==> src/rtl/frag_buf_ctrl.sv <==
// frag_buf_ctrl: sequencing controller for the TL TX data-fragmentation buffer.
// It takes one TLP at a time and admits beats of 1..9 four-DW locations
// without overflowing the buffer. It drains with 1- or 2-location reads,
// then waits for the buffer's start_fragment pulse before taking the next TLP.
module frag_buf_ctrl #(
  parameter int BUF_DEPTH = 32,
  parameter int CNT_W     = 6,
  parameter int LEN_W     = 10
) (
  input  logic             clk,
  input  logic             arst,
  input  logic             tlp_valid,
  input  logic [LEN_W-1:0] tlp_len_loc,
  output logic             tlp_ready,
  input  logic             beat_valid,
  input  logic [3:0]       beat_loc,
  output logic             beat_ready,
  output logic             buf_wr_en,
  output logic [3:0]       buf_no_loc_wr,
  output logic             buf_rd_en,
  output logic             buf_rd_mode,
  input  logic             buf_start_fragment,
  input  logic             out_ready,
  output logic             out_valid,
  output logic             out_mode,
  output logic             tlp_done,
  output logic             err_beat,
  output logic [CNT_W-1:0] occupancy
);

  typedef enum logic [1:0] {
    S_IDLE = 2'd0,
    S_XFER = 2'd1,
    S_DONE = 2'd2
  } state_t;

  localparam logic [CNT_W:0]   DEPTH_W = (CNT_W+1)'(BUF_DEPTH);
  localparam logic [CNT_W-1:0] DEPTH_N = CNT_W'(BUF_DEPTH);

  state_t           r_state, w_state_nxt;
  logic [LEN_W-1:0] r_wr_rem, w_wr_rem_nxt;
  logic [LEN_W-1:0] r_rd_rem, w_rd_rem_nxt;
  logic [CNT_W-1:0] r_occ, w_occ_nxt;
  logic             r_out_valid, r_out_mode;

  logic [LEN_W-1:0] w_beat_ext;
  logic [CNT_W:0]   w_fill;
  logic             w_fits;
  logic             w_loc_legal;
  logic [3:0]       w_wr_loc;
  logic [1:0]       w_rd_loc;

  // Occupancy update at one extra bit; the result is clamped to the buffer
  // depth so a corrupted count can never wrap into a small value.
  function automatic logic [CNT_W-1:0] occ_update(input logic [CNT_W-1:0] occ,
                                                  input logic [3:0]       wr,
                                                  input logic [1:0]       rd);
    logic [CNT_W:0] v;
    v = {1'b0, occ} + (CNT_W+1)'(wr) - (CNT_W+1)'(rd);
    if (v > DEPTH_W) return DEPTH_N;
    return v[CNT_W-1:0];
  endfunction

  assign w_beat_ext  = LEN_W'(beat_loc);
  // Full check uses the current occupancy only; a read issued in the same
  // cycle does not make room for this beat.
  assign w_fill      = {1'b0, r_occ} + (CNT_W+1)'(beat_loc);
  assign w_fits      = (w_fill <= DEPTH_W);
  assign w_loc_legal = (beat_loc != 4'd0) && (beat_loc <= 4'd9) &&
                       (w_beat_ext <= r_wr_rem);

  // Next-state logic and combinational buffer controls
  always_comb begin
    w_state_nxt   = r_state;
    w_wr_rem_nxt  = r_wr_rem;
    w_rd_rem_nxt  = r_rd_rem;
    tlp_ready     = 1'b0;
    beat_ready    = 1'b0;
    buf_wr_en     = 1'b0;
    buf_no_loc_wr = 4'd0;
    buf_rd_en     = 1'b0;
    buf_rd_mode   = 1'b0;
    tlp_done      = 1'b0;
    err_beat      = 1'b0;
    w_wr_loc      = 4'd0;
    w_rd_loc      = 2'd0;
    case (r_state)
      S_IDLE: begin
        tlp_ready = 1'b1;
        if (tlp_valid) begin
          if (tlp_len_loc != '0) begin
            w_wr_rem_nxt = tlp_len_loc;
            w_rd_rem_nxt = tlp_len_loc;
            w_state_nxt  = S_XFER;
          end else begin
            err_beat = 1'b1;
          end
        end
      end
      S_XFER: begin
        beat_ready = beat_valid && (r_wr_rem != '0) && w_fits;
        if (beat_ready) begin
          if (w_loc_legal) begin
            buf_wr_en     = 1'b1;
            buf_no_loc_wr = beat_loc;
            w_wr_loc      = beat_loc;
            w_wr_rem_nxt  = r_wr_rem - w_beat_ext;
          end else begin
            err_beat = 1'b1;
          end
        end
        // A single-location read is reserved for the odd tail of the TLP
        if (out_ready) begin
          if ((r_rd_rem >= LEN_W'(2)) && (r_occ >= CNT_W'(2))) begin
            buf_rd_en    = 1'b1;
            buf_rd_mode  = 1'b1;
            w_rd_loc     = 2'd2;
            w_rd_rem_nxt = r_rd_rem - LEN_W'(2);
          end else if ((r_rd_rem == LEN_W'(1)) && (r_occ >= CNT_W'(1))) begin
            buf_rd_en    = 1'b1;
            buf_rd_mode  = 1'b0;
            w_rd_loc     = 2'd1;
            w_rd_rem_nxt = '0;
          end
        end
        if (buf_rd_en && (w_rd_rem_nxt == '0)) begin
          w_state_nxt = S_DONE;
        end
      end
      S_DONE: begin
        if (buf_start_fragment) begin
          tlp_done    = 1'b1;
          w_state_nxt = S_IDLE;
        end
      end
      default: begin
        w_state_nxt = S_IDLE;
      end
    endcase
  end

  assign w_occ_nxt = occ_update(r_occ, w_wr_loc, w_rd_loc);

  // State, remaining counters, occupancy and registered read-valid tracking
  always_ff @(posedge clk or negedge arst) begin
    if (!arst) begin
      r_state     <= S_IDLE;
      r_wr_rem    <= '0;
      r_rd_rem    <= '0;
      r_occ       <= '0;
      r_out_valid <= 1'b0;
      r_out_mode  <= 1'b0;
    end else begin
      r_state     <= w_state_nxt;
      r_wr_rem    <= w_wr_rem_nxt;
      r_rd_rem    <= w_rd_rem_nxt;
      r_occ       <= w_occ_nxt;
      r_out_valid <= buf_rd_en;
      r_out_mode  <= buf_rd_mode;
    end
  end

  assign occupancy = r_occ;
  assign out_valid = r_out_valid;
  assign out_mode  = r_out_mode;

endmodule

==> config.mk <==
export PLATFORM = sky130hd
export DESIGN_NAME = frag_buf_ctrl
export DESIGN_NICKNAME = d
export VERILOG_FILES = /design/src/rtl/frag_buf_ctrl.sv
export SDC_FILE = /design/constraint.sdc
export NUM_CORES = 1
export LEC_CHECK = 0
export ABC_AREA = 1
export CAP_MARGIN = 20
export CORE_ASPECT_RATIO = 1.2
export CORE_MARGIN = 5
export CORE_UTILIZATION = 51
export CTS_BUF_LIST = sky130_fd_sc_hd__clkbuf_8
export CTS_CLUSTER_DIAMETER = 200
export DETAILED_ROUTE_END_ITERATION = 10
export PLACE_DENSITY = 0.9
export SLEW_MARGIN = 5
export SYNTH_ARGS = -nofsm -noshare
export SYNTH_HDL_FRONTEND = slang
export SYNTH_SLANG_ARGS = --single-unit
export TNS_END_PERCENT = 50
==> constraint.sdc <==
create_clock -name clk -period 3.5 [get_ports clk]
set_clock_uncertainty 0.05 [all_clocks]
set_input_delay 0.525 -clock clk [delete_from_list [all_inputs] [get_ports clk]]
set_output_delay 0.525 -clock clk [all_outputs]
set_load 0.03 [all_outputs]
==> results.md <==
- Status: finished with violations
- Failing checks: setup timing
- Vias post-DR: around 3000
- YS warnings: 0
- Final Critical Period: 4.01 ns
- Clk sinks: 30
- CP startpoint kind: flip-flop
- R2r setup slk: -0.51 ns
- Initial antenna violation count: 0
- Cts bufs inserted: 5
- All-layer global routing usage: roughly 24%
- R2R Path Start: occupancy[0]
- CP max-delay cell: fa_1
- Hold_buf cts: 0
- Design Area, Final: 0.00366 sq mm
- CP Buf/Inv Count: 2
- Layout area overhead: 34.9%
- CTS tree: done
- Cell Rows: 29
- Vias in the first global route: about 3000
- Pin count of the biggest net entering global routing: 24
- Mean Syn Cell Area: 6.97 sq um
- Post-synth net total: 434
- IO Count: 39
- CP Cell Sequence: ha_4 -> fa_2 -> xnor2_2 -> nand2_2 -> a21oi_4 -> o211ai_1 -> nand2_1 -> nand2_2 -> nor3_4 -> nand2_2 -> fa_1 -> inv_2 -> fa_2 -> nand3_2 -> nand2_2 -> a21oi_2 -> nor2_1 -> nor2_1 -> xor2_1 -> inv_1 -> nand2_2 -> nor2_1
- Worst r2r path cells: 22
- Diode count: 0
- DRT iter0 DRCs: 274
- Min-Delay Path Class: reg2reg
- Maxcap violations: 0
- Slew Limit Fails: 0
- Clk Tree Root Cell: clkbuf_8
- Drt first pass iters: 8
- Most frequent cells in the layout: nand2_1 (87), inv_1 (57), buf_4 (47)
- Max IR drop VDD: 0.564 mV
- Worst-path maximum fanout: 5
- Htree depth: 2
- CP delay by family, top: adder cells
- Max clock buf depth: 2
- Initial Utilization: 51.9%
- Sequential area share after synthesis: 27.7%
- WP data arrival: 4.14 ns
- Most used cell, CP: nand2_2
- Most common cell after layout, fill and taps aside: nand2_1
- # setup viols final: 6
- Req. time, crit path: 3.64 ns
- Power per cell area: just under 1000 mW/mm^2
- Dpl cell area: 0.00345 sq mm
- Crit path from: occupancy[0]
- Final cycle utilization of the critical path: 114%
- Worst stage delay on the critical path: between 0.5 and 0.6 ns
- Clk_lat worst skew: 0.29 ns
- RSZ-0062 raised after global routing: yes
- Chip width: 76.5 um
- Post-synthesis cell count: 389
- Syn Std Cell Area: 0.00271 sq mm
- Die Ht: 89.9 um
- Crit path depth: 22
- Critical Path Sink: occupancy[1]
- Cells after DPL: 520
- Total Wirelength: 8570 um
- IO buf count: 38
- Post-route antenna net violation count: 0
- Total gr overflow: 0
- Reg2reg end: occupancy[1]
- Setup ws final: -0.507 ns
- Remaining DRCs: 0
- Die Area: roughly 0.0069 sq mm
- Final layout net count: 512
- Worst-Margin Slew: 0.752 ns
- Post-synth cell types: 37
- Clock transition at path regs: 0.07 ns
- Share of cells above drive strength 1: 24.8%
- Placeable Area: about 0.0052 sq mm
- Worst slew margin: 49.7%
- Final non-filler cell total: 530
- Lkg Pwr: 1.89 nW
- Fmax: 250 MHz
- GPL Wtd Cong: 0.957
- Seq cells post-synth: 30
- Fin. Hold Viols: 0
- First-pass GRT wire length: 13800 um
- Critical path class: reg2reg
- Post-DP HPWL: 6110 um
- CP Capture Type: flip-flop
- Vias per inst: 5.67
- Routed len/inst: approximately 16 um
## metrics by stage
| stage | utilization [%] | TNS, ns | setup slack (ns) | hold slack [ns] | power (mW) |
|---|---|---|---|---|---|
| 2_1_floorplan | - | -2.49 | -0.419 | 0.179 | 2.22 |
| 3_3_place_gp | 65.9 | -4.88 | -0.821 | 0.434 | 2.89 |
| 3_5_place_dp | 65.9 | -6.78 | -1.14 | 0.442 | 3.00 |
| 4_1_cts | 69.3 | -1.53 | -0.262 | 0.459 | 3.46 |
| 5_1_grt | 70.0 | -4.06 | -0.695 | 0.518 | 3.83 |
| 6_report | 70.0 | -2.99 | -0.507 | 0.474 | 3.55 |
## cell usage after synthesis, drive strengths merged
library cell	number	share of area [%]
nor4	4	0.92
o22ai	2	0.46
inv	62	8.6
nor2	50	8.1
or2	4	0.92
nand4	9	2.1
nand2	100	14
buf	5	1.3
clkbuf	3	0.42
o21bai	1	0.42
nand3	32	6.6
xor2	14	4.5
ha	21	9.7
and2	1	0.23
dfrtp	30	28
a21oi	12	2.2
a31oi	10	2.3
nor3	6	1.7
xnor2	3	0.97
o31ai	2	0.55
o211ai	1	0.28
fa	4	3.0
and3	1	0.23
o21ai	12	2.4
## area by class of cell
cell class,instances,area [sq um]
clock buffers,6,82.6
clock inverters,2,8.76
fillers,396,1570
multi-input cells,289,1830
inverters,62,233
flip-flops and latches,30,752
well taps,62,77.6
repair buffers,79,668
## kinds of logic (layout without fill, tap and decap cells)
group / Yosys count / count (layout) / share of synthesized area (%)
AOI/OAI and AO/OA: 40 / 40 / 8.59
xor gates and xnor gates: 17 / 17 / 5.49
adders and majority gates: 25 / 25 / 12.7
buffers and inverters: 70 / 149 / 10.3
DFF: 30 / 30 / 27.7
and+or+nand+nor: 207 / 207 / 35.2
## routing by layer
metal / wire (um) / vias up / global-route usage [%] / part of all wire, %
met1: 3320 / 1406 / 27.5 / 39
met3: 548 / 39 / 4.70 / 6.4
met2: 4340 / 156 / 42.4 / 51
li1: - / 1404 / - / -
met4: 357 / 0 / 14.0 / 4.2
met5: 0 / - / 0 / 0
## worst register-to-register path, stage by stage, from the launching register on
cell      delay, ns
dfrtp_2        0.43
ha_4           0.17
fa_2           0.38
xnor2_2        0.17
nand2_2        0.10
a21oi_4        0.14
o211ai_1       0.12
nand2_1        0.13
nand2_2        0.08
nor3_4         0.18
nand2_2        0.11
fa_1           0.52
inv_2          0.07
fa_2           0.36
nand3_2        0.08
nand2_2        0.07
a21oi_2        0.14
nor2_1         0.06
nor2_1         0.12
xor2_1         0.21
inv_1          0.08
nand2_2        0.10
nor2_1         0.05
## how the worst min path moves through the flow
stage / start / endpoint / slack [ns] / cells after the start
floorplan: arst / occupancy[0] / 0.18 / 0
global placement: r_wr_rem[2] / r_wr_rem[2] / 0.43 / 2
detailed placement: r_wr_rem[6] / r_wr_rem[6] / 0.44 / 2
CTS: r_wr_rem[6] / r_wr_rem[6] / 0.46 / 2
global route: r_wr_rem[2] / r_wr_rem[2] / 0.52 / 2
finish: r_wr_rem[2] / r_wr_rem[2] / 0.47 / 2
## sequential cells by signal, indices dropped and copies added (netlist names)
signal and cells:
occupancy 6, out_mode 1, out_valid 1, r_rd_rem 10, r_state 2, r_wr_rem 10
## where the power goes
part	switching (mW)	total (mW)	internal [mW]
Clock	0.137	0.293	0.156
Combinational	1.50	2.57	1.07
Sequential	0.177	0.689	0.512
Total	1.81	3.55	1.74
## repair_timing
item                                    4_1_cts  5_1_grt
setup buffers                                 1        1
resized for setup                            26        5
pin swaps                                    10        0
endpoints found under the setup margin        9        6
Power figures use the tool's default switching activity.
